`config.mk`:
```
export PLATFORM = sky130hd
export DESIGN_NAME = cpu_param_core_flat
export DESIGN_NICKNAME = d
export VERILOG_FILES = /design/src/rtl/cpu_param_core_if.sv /design/src/rtl/cpu_param_core.sv /design/src/flat_wrapper.sv
export SDC_FILE = /design/constraint.sdc
export NUM_CORES = 1
export LEC_CHECK = 0
export CORE_ASPECT_RATIO = 1.75
export CORE_MARGIN = 4
export CORE_UTILIZATION = 35
export CTS_BUF_LIST = sky130_fd_sc_hd__clkbuf_2
export DETAILED_ROUTE_END_ITERATION = 10
export GPL_ROUTABILITY_DRIVEN = 0
export PLACE_DENSITY_LB_ADDON = 0.15
export SYNTH_ARGS = -nofsm -noshare
export SYNTH_HDL_FRONTEND = slang
export SYNTH_SLANG_ARGS = --single-unit
```
`constraint.sdc`:
```
create_clock -name clk -period 6.85 [get_ports clk]
set_input_delay 0.685 -clock clk [delete_from_list [all_inputs] [get_ports clk]]
set_output_delay 0.685 -clock clk [all_outputs]
set_load 0.02 [all_outputs]
```
`src/rtl/cpu_param_core_if.sv`:
```
// Loader and I/O port bundle for cpu_param_core: RAM loader strobe plus
// the input/output handshake ports.
interface cpu_param_core_if #(
  parameter int W  = 3,
  parameter int AW = 3
);
  localparam int IW = W + 8;

  logic          RAM_Write_Enable;
  logic [AW-1:0] RAM_Write_Address;
  logic [IW-1:0] RAM_Write_Data;
  logic [W-1:0]  InD;
  logic          InE;
  logic          In_Ack;
  logic [W-1:0]  OutD;
  logic          Out_Valid;

  modport master (
    output RAM_Write_Enable, RAM_Write_Address, RAM_Write_Data, InD, InE,
    input  In_Ack, OutD, Out_Valid
  );

  modport slave (
    input  RAM_Write_Enable, RAM_Write_Address, RAM_Write_Data, InD, InE,
    output In_Ack, OutD, Out_Valid
  );
endinterface

```
`src/rtl/cpu_param_core.sv`:
```
// Small parameterized accumulator-style CPU: 4 registers, unified
// instruction/data RAM with async read, 2-cycle FETCH/EXEC per instruction.
module cpu_param_core #(
  parameter int W  = 3,
  parameter int AW = 3
) (
  input  logic                clk,
  input  logic                reset,
  input  logic                PC_Enable,
  cpu_param_core_if.slave     bus,
  output logic [AW-1:0]       PC,
  output logic [W+7:0]        PI,
  output logic [W-1:0]        REG0,
  output logic [W-1:0]        REG1,
  output logic [W-1:0]        REG2,
  output logic [W-1:0]        REG3,
  output logic                Z,
  output logic                C,
  output logic                Halted
);
  localparam int IW = W + 8;

  localparam logic [3:0] OP_ADDI = 4'd1, OP_ADD  = 4'd2, OP_SUB  = 4'd3,
                         OP_SHL  = 4'd4, OP_CMPI = 4'd5, OP_JZ   = 4'd6,
                         OP_JMP  = 4'd7, OP_LD   = 4'd8, OP_ST   = 4'd9,
                         OP_IN   = 4'd10, OP_OUT = 4'd11, OP_HALT = 4'd12;

  typedef enum logic [2:0] {IDLE, FETCH, EXEC, WAIT_IN, HALT} state_t;

  state_t              state, state_nxt;
  logic [IW-1:0]       ram [0:(1<<AW)-1];
  logic [3:0][W-1:0]   regs;

  logic [3:0]    op;
  logic [1:0]    rd, rs;
  logic [W-1:0]  imm, rdv, rsv;
  logic [AW-1:0] pc_inc, pc_nxt;
  logic          rf_we, st_we, out_we, ack, z_nxt, c_nxt;
  logic [W-1:0]  rf_wd;
  logic [W:0]    wide;

  assign op  = PI[IW-1:IW-4];
  assign rd  = PI[IW-5:IW-6];
  assign rs  = PI[IW-7:IW-8];
  assign imm = PI[W-1:0];
  assign rdv = regs[rd];
  assign rsv = regs[rs];
  assign pc_inc = PC + AW'(1);

  assign REG0   = regs[0];
  assign REG1   = regs[1];
  assign REG2   = regs[2];
  assign REG3   = regs[3];
  assign Halted = (state == HALT);
  assign bus.In_Ack = ack;

  always_ff @(posedge clk) begin
    if (reset) state <= IDLE;
    else       state <= state_nxt;
  end

  always_comb begin
    state_nxt = state;
    pc_nxt    = PC;
    rf_we     = 1'b0;
    rf_wd     = rdv;
    z_nxt     = Z;
    c_nxt     = C;
    st_we     = 1'b0;
    out_we    = 1'b0;
    ack       = 1'b0;
    wide      = '0;
    case (state)
      IDLE:  if (PC_Enable) state_nxt = FETCH;
      FETCH: state_nxt = EXEC;
      EXEC: begin
        state_nxt = PC_Enable ? FETCH : IDLE;
        pc_nxt    = pc_inc;
        case (op)
          OP_ADDI, OP_ADD: begin
            wide  = {1'b0, rdv} + {1'b0, (op == OP_ADD) ? rsv : imm};
            rf_we = 1'b1;
            rf_wd = wide[W-1:0];
            c_nxt = wide[W];
            z_nxt = (wide[W-1:0] == '0);
          end
          OP_SUB: begin
            // top bit of the widened difference is the borrow
            wide  = {1'b0, rdv} - {1'b0, rsv};
            rf_we = 1'b1;
            rf_wd = wide[W-1:0];
            c_nxt = wide[W];
            z_nxt = (wide[W-1:0] == '0);
          end
          OP_SHL: begin
            rf_we = 1'b1;
            rf_wd = (int'(imm) >= W) ? '0 : (rdv << imm);
            z_nxt = (rf_wd == '0);
          end
          OP_CMPI: begin
            z_nxt = (rdv == imm);
            c_nxt = (rdv < imm);
          end
          OP_JZ:  if (Z) pc_nxt = AW'(imm);
          OP_JMP: pc_nxt = AW'(imm);
          OP_LD: begin
            rf_we = 1'b1;
            rf_wd = ram[AW'(rsv)][W-1:0];
          end
          OP_ST:  st_we = 1'b1;
          OP_IN: begin
            if (bus.InE) begin
              rf_we = 1'b1;
              rf_wd = bus.InD;
              ack   = 1'b1;
            end else begin
              state_nxt = WAIT_IN;
              pc_nxt    = PC;
            end
          end
          OP_OUT: out_we = 1'b1;
          OP_HALT: begin
            state_nxt = HALT;
            pc_nxt    = PC;
          end
          default: ;
        endcase
      end
      WAIT_IN: begin
        if (bus.InE) begin
          rf_we     = 1'b1;
          rf_wd     = bus.InD;
          ack       = 1'b1;
          pc_nxt    = pc_inc;
          state_nxt = PC_Enable ? FETCH : IDLE;
        end
      end
      HALT: ;
      default: state_nxt = IDLE;
    endcase
  end

  always_ff @(posedge clk) begin
    if (reset) begin
      PC            <= '0;
      PI            <= '0;
      regs          <= '0;
      Z             <= 1'b0;
      C             <= 1'b0;
      bus.OutD      <= '0;
      bus.Out_Valid <= 1'b0;
    end else begin
      PC            <= pc_nxt;
      Z             <= z_nxt;
      C             <= c_nxt;
      bus.Out_Valid <= out_we;
      if (state == FETCH) PI <= ram[PC];
      if (rf_we)          regs[rd] <= rf_wd;
      if (out_we)         bus.OutD <= rdv;
    end
  end

  // ST only fires in EXEC and the loader only in IDLE/HALT, so they never collide
  always_ff @(posedge clk) begin
    if (!reset) begin
      if (st_we)
        ram[AW'(rsv)] <= IW'(rdv);
      else if (bus.RAM_Write_Enable && (state == IDLE || state == HALT))
        ram[bus.RAM_Write_Address] <= bus.RAM_Write_Data;
    end
  end
endmodule

```
`src/flat_wrapper.sv`:
```
// flat-port wrapper written by rule: the top's interface ports become plain ports
module cpu_param_core_flat 
#(
  parameter int W  = 3,
  parameter int AW = 3
)
  (clk, reset, PC_Enable, PC, PI, REG0, REG1, REG2, REG3, Z, C, Halted, bus_RAM_Write_Enable, bus_RAM_Write_Address, bus_RAM_Write_Data, bus_InD, bus_InE, bus_In_Ack, bus_OutD, bus_Out_Valid);
  cpu_param_core_if #(.W(W), .AW(AW)) bus_i ();
  input  logic clk;
  input  logic reset;
  input  logic PC_Enable;
  output logic [AW-1:0] PC;
  output logic [W+7:0] PI;
  output logic [W-1:0] REG0;
  output logic [W-1:0] REG1;
  output logic [W-1:0] REG2;
  output logic [W-1:0] REG3;
  output logic Z;
  output logic C;
  output logic Halted;
  input wire logic [$bits(bus_i.RAM_Write_Enable)-1:0] bus_RAM_Write_Enable;
  input wire logic [$bits(bus_i.RAM_Write_Address)-1:0] bus_RAM_Write_Address;
  input wire logic [$bits(bus_i.RAM_Write_Data)-1:0] bus_RAM_Write_Data;
  input wire logic [$bits(bus_i.InD)-1:0] bus_InD;
  input wire logic [$bits(bus_i.InE)-1:0] bus_InE;
  output wire logic [$bits(bus_i.In_Ack)-1:0] bus_In_Ack;
  output wire logic [$bits(bus_i.OutD)-1:0] bus_OutD;
  output wire logic [$bits(bus_i.Out_Valid)-1:0] bus_Out_Valid;
  assign bus_i.RAM_Write_Enable = bus_RAM_Write_Enable;
  assign bus_i.RAM_Write_Address = bus_RAM_Write_Address;
  assign bus_i.RAM_Write_Data = bus_RAM_Write_Data;
  assign bus_i.InD = bus_InD;
  assign bus_i.InE = bus_InE;
  assign bus_In_Ack = bus_i.In_Ack;
  assign bus_OutD = bus_i.OutD;
  assign bus_Out_Valid = bus_i.Out_Valid;
  cpu_param_core #(.W(W), .AW(AW)) u_core (.clk(clk), .reset(reset), .PC_Enable(PC_Enable), .bus(bus_i), .PC(PC), .PI(PI), .REG0(REG0), .REG1(REG1), .REG2(REG2), .REG3(REG3), .Z(Z), .C(C), .Halted(Halted));
endmodule
```
# Yosys cells after proc, flatten, opt, wreduce, memory -nomap -nowiden
# Memories as Yosys holds them, arrays and structs flattened. A register that Yosys moved wholly into a read port is not among the register bits.
# Index checks and enable logic that the tools add are counted.
[totals] out_inout_bits=34 regBits=24 inputBits=22 ram_bits=88 mem_count=1 word_cells=101
[mem_list] name="u_core.ram" words=8 width=11 read_ports=2 rd_clocked_by_memory_dff=1 write_ports=1 line_no="cpu_param_core.sv:31" text="logic [IW-1:0] ram [0:(1<<AW)-1];"
[op_classes] mux=43 magnitude_cmp=5 n_reduce_logical=17 bitwise_logic=1 addsub=3 eq_ne=20 shifts=1
[ops] operator="2-to-1 mux 3 bit" count=12
[ops] operator="case mux 3 bit (5 select lines)" count=2
[ops] operator="== test 4 bit, second input constant" count=5
[ops] operator="case mux 3 bit (2 select lines)" count=3
[ops] operator="== test 4 x 3 -> 1 bit, second input constant" count=4
[ops] operator="2-to-1 mux 1 bit" count=15
[ops] operator="binary-select mux 3 bit (select 2 bit)" count=2
[ops] operator="bitwise mux 12 bit" count=1
[ops] operator="logical NOT 3 bit" count=4
[ops] operator="case mux 3 bit (4 select lines)" count=1
[ops] operator="2-to-1 mux 11 bit" count=1
[ops] operator="OR reduction 11 bit" count=1
[ops] operator="== test 4 x 2 -> 1 bit, second input constant" count=2
[ops] operator="demux 3 bit (select 2 bit)" count=1
[ops] operator="== test 3 x 2 -> 1 bit, second input constant" count=2
[ops] operator="less-than comparator 2 x 3 -> 1 bit, second input constant" count=2
[ops] operator="!= test 2 bit, second input constant" count=3
[ops] operator="case mux 1 bit (2 select lines)" count=3
[ops] operator="AND reduction 2 bit" count=3
[ops] operator="OR reduction 5 bit" count=1
[ops] operator="adder 3 x 3 -> 4 bit" count=1
[ops] operator="== test 4 x 1 -> 1 bit, second input constant" count=1
[ops] operator="case mux 1 bit (4 select lines)" count=1
[ops] operator="nonzero test 4 bit" count=1
[ops] operator="17 further kinds" count=18

# Logic depth before layout (Yosys ltp)
# Gate-level depths: netlist (run 1).
[logic_depth] depth_word=9 ltp_mapped=13 mapped_depth_nobuf=11

# Worst setup path after synthesis (run 1)
# Ideal clock, no wire load.
[synth_path] path_kind="reg2reg" start="reg u_core.PI[8], read port of u_core.ram" end="reg u_core.regs, in the netlist u_core.REG1[2]" path_buffers=2 period_less_slack_ps=3620 slack_ps=3230 t_arrival_ps=3534 setup_time_ps=86 stages_incl_launch_ff=13 required_time_ps=6764 path_cell_list="dfxtp_1 > buf_2 > buf_1 > nor4b_1 > o21ai_0 > ha_1 > fa_1 > xnor2_1 > nor4b_1 > a2111oi_0 > a31oi_1 > o211a_1 > a211oi_1"
[synth_via] elab_chain_len=6 word_cells_on_any_way=15 classes_between="add/sub: 1; eq/ne: 6; mux: 6; reduce/logical: 2"
[synth_rtl] element="from (decl)" line_no="cpu_param_core.sv:12" text="output logic [W+7:0] PI,"
[synth_rtl] element="== test 4 x 2 -> 1 bit" line_no="cpu_param_core.sv:79, cpu_param_core.sv:81"
[synth_rtl] element="2-to-1 mux 3 bit" line_no="cpu_param_core.sv:81" text="wide = {1'b0, rdv} + {1'b0, (op == OP_ADD) ? rsv : imm};"
[synth_rtl] element="adder 3 x 3 -> 4 bit" line_no="cpu_param_core.sv:81"
[synth_rtl] element="case mux 3 bit (5 select lines)" line_no="cpu_param_core.sv:79" text="case (op)"
[synth_rtl] element="case mux 3 bit (2 select lines)" line_no="cpu_param_core.sv:73" text="case (state)"
[synth_rtl] element="bitwise mux 12 bit" line_no="cpu_param_core.sv:158" text="if (rf_we) regs[rd] <= rf_wd;"
[synth_rtl] element="to (signal, indexed assignment)" line_no="cpu_param_core.sv:158"
[synth_rtl] element="to (decl)" line_no="cpu_param_core.sv:32" text="logic [3:0][W-1:0] regs;"
# Several ways; a longest one is shown, not always the timed one.
# A chain may end at the register's enable or synchronous reset.

# Final worst setup path (run 1)
[layout_path] start="reg u_core.PI[9], read port of u_core.ram" end="reg u_core.regs, in the netlist u_core.REG1[2]"
# Same word-level chain as after synthesis.

==> results of run 1 <==
-- worst paths after layout --
| check | startpoint | to | slack (ns) | cells after the start |
|---|---|---|---|---|
| setup / recovery | u_core.PI[9] | u_core.REG1[2] | 2.79 | 10 |
| hold / removal | u_core.C | u_core.C | 0.52 | 2 |
| setup reg to reg | u_core.PI[9] | u_core.REG1[2] | 2.79 | 10 |
| hold reg to reg | u_core.C | u_core.C | 0.52 | 2 |
-- flip-flops by register name, indices dropped and copies added (netlist names) --
name,flops
u_core.C,1
u_core.PC,3
u_core.PI,11
u_core.REG0,3
u_core.REG1,3
u_core.REG2,3
u_core.REG3,3
u_core.Z,1
u_core.bus.OutD,3
u_core.bus.Out_Valid,1
u_core.ram,88
u_core.state,3
-- area by class of cell --
cell class                 count  area [um^2]  area share
sequential                   123         3340       0.458
timing repair buffer          70          663      0.0907
antenna                        1         2.50    0.000342
tap                          231          289      0.0395
multi-input combinational    325         2680       0.367
clock buffer                  17         85.1      0.0116
inverter                      19         71.3     0.00976
clock inverter                15          170      0.0233
-- metal layers --
| metal | GRT usage | up-vias | part of all wire |
|---|---|---|---|
| met5 | 0 | - | 0 |
| met4 | 0.0809 | 0 | 0.032 |
| met3 | 0.0317 | 32 | 0.039 |
| met2 | 0.325 | 151 | 0.56 |
| met1 | 0.196 | 2214 | 0.37 |
| li1 | - | 2068 | - |
-- cell families (layout without fill, tap and decap cells) --
logic type	Yosys count	in the layout	synth area share
AND/OR/NAND/NOR	133	133	0.105
flip-flops	123	123	0.532
AO/OA/AOI/OAI	118	118	0.133
multiplexers	58	58	0.155
buffers and inverters	51	121	0.0430
adder cells (fa/ha/maj)	13	13	0.0283
XOR/XNOR	3	3	0.00418
other	0	1	0
-- power groups by stage --
stage / clock, uW / sequential (uW) / combinational (uW)
detailed placement: 0 / 858 / 200
global route: 548 / 845 / 218
CTS: 521 / 842 / 200
finish: 500 / 841 / 199
floorplan: 0 / 844 / 143
global placement: 0 / 857 / 199
-- through the flow --
step                 util  cells  instance area, um^2  setup WS (ns)
finish              0.417    801                 7310           2.79
global route        0.417    801                 7310           2.28
CTS                 0.417    800                 7310           2.71
detailed placement  0.402    768                 7050           2.72
global placement    0.402    768                 7050           2.85
floorplan               -    499                 6280           3.23
-- layout by cell type, fill, tap and decap left out, types with 4 or more instances in the layout --
master,n
a22oi_1,4
mux2_2,4
nor3_1,9
nand3_1,9
nand2b_1,8
nor2_1,47
edfxtp_1,88
nand2_1,24
o21ai_0,22
mux2i_1,23
clkbuf_2,17
buf_4,15
ha_1,11
clkdlybuf4s50_1,55
a31oi_1,6
inv_8,5
a211oi_1,29
a21oi_1,21
inv_6,5
mux4_2,28
and2_1,10
a32oi_1,4
inv_1,19
dfxtp_1,34
or2_2,4
-- worst max-delay path: stages, from the launching register on --
cell and delay (ns):
dfxtp_1 0.58, nor4b_1 1.08, o21ai_0 0.19, ha_1 0.27, fa_1 0.38, xnor2_1 0.19
nor4b_1 0.17, a2111oi_0 0.42, a31oi_1 0.14, o211a_1 0.30, a211oi_1 0.26
==> metrics.yaml, run 1 <==
status: "finished clean"
worst-setup-path-type: "register to register"
p_comb_frac: 0.129
synth_nets: 534
power.leakage_uw: 0.00236
fin_tns_setup_ns: 0
cap_violations: 0
avgSynthCellArea_um2: 12.6
syn_inst: 499
firstDrtPassIters: 5
tritoncts: "yes"
rsz0062_at_grt: "false"
worst-path-max-fanout: 19
arrival_ns: 4.66
powerDensity_mw_per_mm2: 211
grt-ovfl-total: 0
wl_per_cell_um: 21.3
ys_seq_area_frac: 0.532
htree_levels: 4
hold_viol: 0
cts-root-buf: "clkbuf_2"
switching_share: 0.317
fillers: 1647
cts_made_buffers: 17
portBuffers: 55
synth_flop_cell: "edfxtp_1"
synth_area_mm2: 0.00628
clk_latency_ns: 0.67
drv_slew: 0
cts_num_sinks: 123
synth_edf_count: 88
grt_antenna_before_repair: 1
peakVddDrop_v: 0.000102
clk_pin_slew_ns: 0.25
vias: 4465
synth_top_area_cell: "edfxtp_1"
start_util: 0.358
ios: 56
drtAntennaViolNets: 0
worst_clock_skew_ns: 0.0408
yosys.cell_count.top_type: "edfxtp_1"
clk_path_buf_depth: 2
required_ns: 7.44
pwr-share-seq: 0.546
post_cts_buffers: 0
die_x_um: 109
grt_max_degree: 40
fmax_ghz: 0.246
total_power_uw: 1540
core_mm2: 0.0175
clockPowerShare: 0.325
post_cts_resized: 0
power.internal_uw: 1050
drc: 0
die-height_um: 185
netlist_top_cells_count: "edfxtp_1, nor2_1, dfxtp_1, a211oi_1, mux4_2"
synth_warnings: 0
drive_above_1_share: 0.167
die_area_mm2: 0.0202
synth_area_leaders: "edfxtp_1, dfxtp_1, mux4_2, mux2i_1, a211oi_1"
syn_to_final_growth_pct: 16.3
fin_hold_ws_ns: 0.516
synth_cell_types: 63
track_usage: 0.178
drtIter0Drc: 250
slew_headroom: 0.204
num_rows: 64
fin_nets: 591
p_sw_uw: 489
hold_buffers: 0
synthArstFlopShare: 0
post-route-period-util: 0.593
min_path_type: "register to register"
worstMarginPinSlew_ns: 1.18
avgViaCountPerCell: 5.57
grt_pass1_wl_um: 26700
netlist.area_leader.share: 0.420
finalCriticalPeriod_ns: 4.06
cp-end-kind: "register"
grt_pass1_vias: 4719
synth_seq_cells: 123
setup_viol: 0
start_kind: "register"
hpwlAfterDp_um: 12500
wirelength_um: 17100
Power figures use the tool's default switching activity.
==> run 2, diff against run 1 <==
==> constraint.sdc (replaced) <==
create_clock -name clk -period 3.65 [get_ports clk]
set_input_delay 0.365 -clock clk [delete_from_list [all_inputs] [get_ports clk]]
set_output_delay 0.365 -clock clk [all_outputs]
set_load 0.02 [all_outputs]
==> run 2 against run 1 <==
Sequential power rose by 84%. Clock-buffer cell count grew 1. Die area stayed put. Combinational power rose by 110%. Flip-flop and latch count did not move.
==> metrics.yaml, run 2 (synthesized netlist as in run 1, its figures left out) <==
die-height_um: 185
die_area_mm2: 0.0202
grt_max_degree: 26
drtAntennaViolNets: 0
finalCriticalPeriod_ns: 3.40
hpwlAfterDp_um: 13100
post_cts_resized: 0
fmax_ghz: 0.294
clk_path_buf_depth: 2
crit_family: "compound AO/OA/AOI/OAI gates"
grt_antenna_before_repair: 1
cap_violations: 0
fin_tns_setup_ns: 0
wirelength_um: 17500
grt_pass1_vias: 4666
hold_buffers: 0
cp_num_buf_inv: 2
setup_viol: 0
reg2reg_from: "u_core.PI[6]"
wl_per_cell_um: 21.2
drc: 0
start_util: 0.358
avgViaCountPerCell: 5.46
min_path_type: "input pin to register"
crit_start: "u_core.PI[6]"
peakVddDrop_v: 0.000246
clk_latency_ns: 0.71
track_usage: 0.181
drive_above_1_share: 0.199
firstDrtPassIters: 5
slowest_delay_ns: 0.60
drtIter0Drc: 256
core_mm2: 0.0175
drv_slew: 0
grt_pass1_wl_um: 26600
htree_levels: 4
syn_to_final_growth_pct: 18.5
worstMarginPinSlew_ns: 0.741
cpMostUsedCell: "inv_1"
final_common_cell: "edfxtp_1"
final_cell_mix: "edfxtp_1, clkdlybuf4s50_1, nor2_1"
fillers: 1677
rsz0062_at_grt: "false"
top_regs: "u_core.ram x88, u_core.PI x11"
status: "finished clean"
clk_pin_slew_ns: 0.23
ios: 56
cts_made_buffers: 17
hold_viol: 0
worst-setup-path-type: "register to register"
cts-root-buf: "clkbuf_2"
powerDensity_mw_per_mm2: 371
tritoncts: "yes"
fin_nets: 615
die_x_um: 109
grt-ovfl-total: 0
worst_clock_skew_ns: 0.0523
worst-path-max-fanout: 9
hold_path_startpoint: "PC_Enable"
vias: 4504
num_rows: 64
crit_slowest_cell: "dfxtp_1"
cp-end-kind: "register"
arrival_ns: 3.98
portBuffers: 55
largest_register_ffs: 88
required_ns: 4.23
slew_headroom: 0.506
crit_path_cell_trace: "mux4_2 > inv_1 > ha_1 > inv_1 > fa_1 > xnor2_1 > nor4b_1 > a2111oi_0 > a31oi_1 > o211a_1 > a211oi_1"
start_kind: "register"
regMostFlops: "u_core.ram"
cts_num_sinks: 123
post_cts_buffers: 0
fin_hold_ws_ns: 0.318
post-route-period-util: 0.930
power.leakage_uw: 0.00246
[run 2: final timing paths]
kind,slack (ns),end,cells after the start
max,0.25,u_core.REG3[2],11
min,0.32,u_core.state[0],3
max reg2reg,0.25,u_core.REG3[2],11
min reg2reg,0.49,u_core.bus.OutD[1],2
[run 2: power by group]
part,switching (uW),total (uW),internal [uW],leakage (uW)
clock,534,783,249,0.000125
sequential,34.2,1550,1520,0.00112
combinational,246,427,180,0.00121
total,814,2760,1950,0.00246
[run 2: through the flow]
step	util	instances	setup WS [ns]	power (uW)	area [um^2]
6_report	0.425	825	0.254	2760	7450
3_3_place_gp	0.412	792	0.461	2010	7230
5_1_grt	0.425	825	0.0931	2900	7450
2_1_floorplan	-	499	0.0300	1850	6280
4_1_cts	0.424	824	0.277	2800	7440
3_5_place_dp	0.412	792	0.349	2010	7230
[run 2: metal layers]
layer	vias up	track usage	share of wire
met5	-	0	0
li1	2109	-	-
met1	2183	0.184	0.34
met4	0	0.114	0.055
met2	162	0.331	0.55
met3	50	0.0363	0.048
[run 2: tightest hold or removal path, stage by stage]
cell	delay, ns
clkdlybuf4s50_1	0.44
a21oi_1	0.15
nor3_1	0.05
[run 2: cell type report]
type | count | area [um^2] | area share
sequential | 123 | 3340 | 0.449
multi-input combinational | 325 | 2680 | 0.360
timing repair buffer | 94 | 843 | 0.113
tap | 231 | 289 | 0.0388
clock inverter | 14 | 123 | 0.0165
clock buffer | 18 | 90.1 | 0.0121
inverter | 19 | 71.3 | 0.00958
antenna | 1 | 2.50 | 0.000336
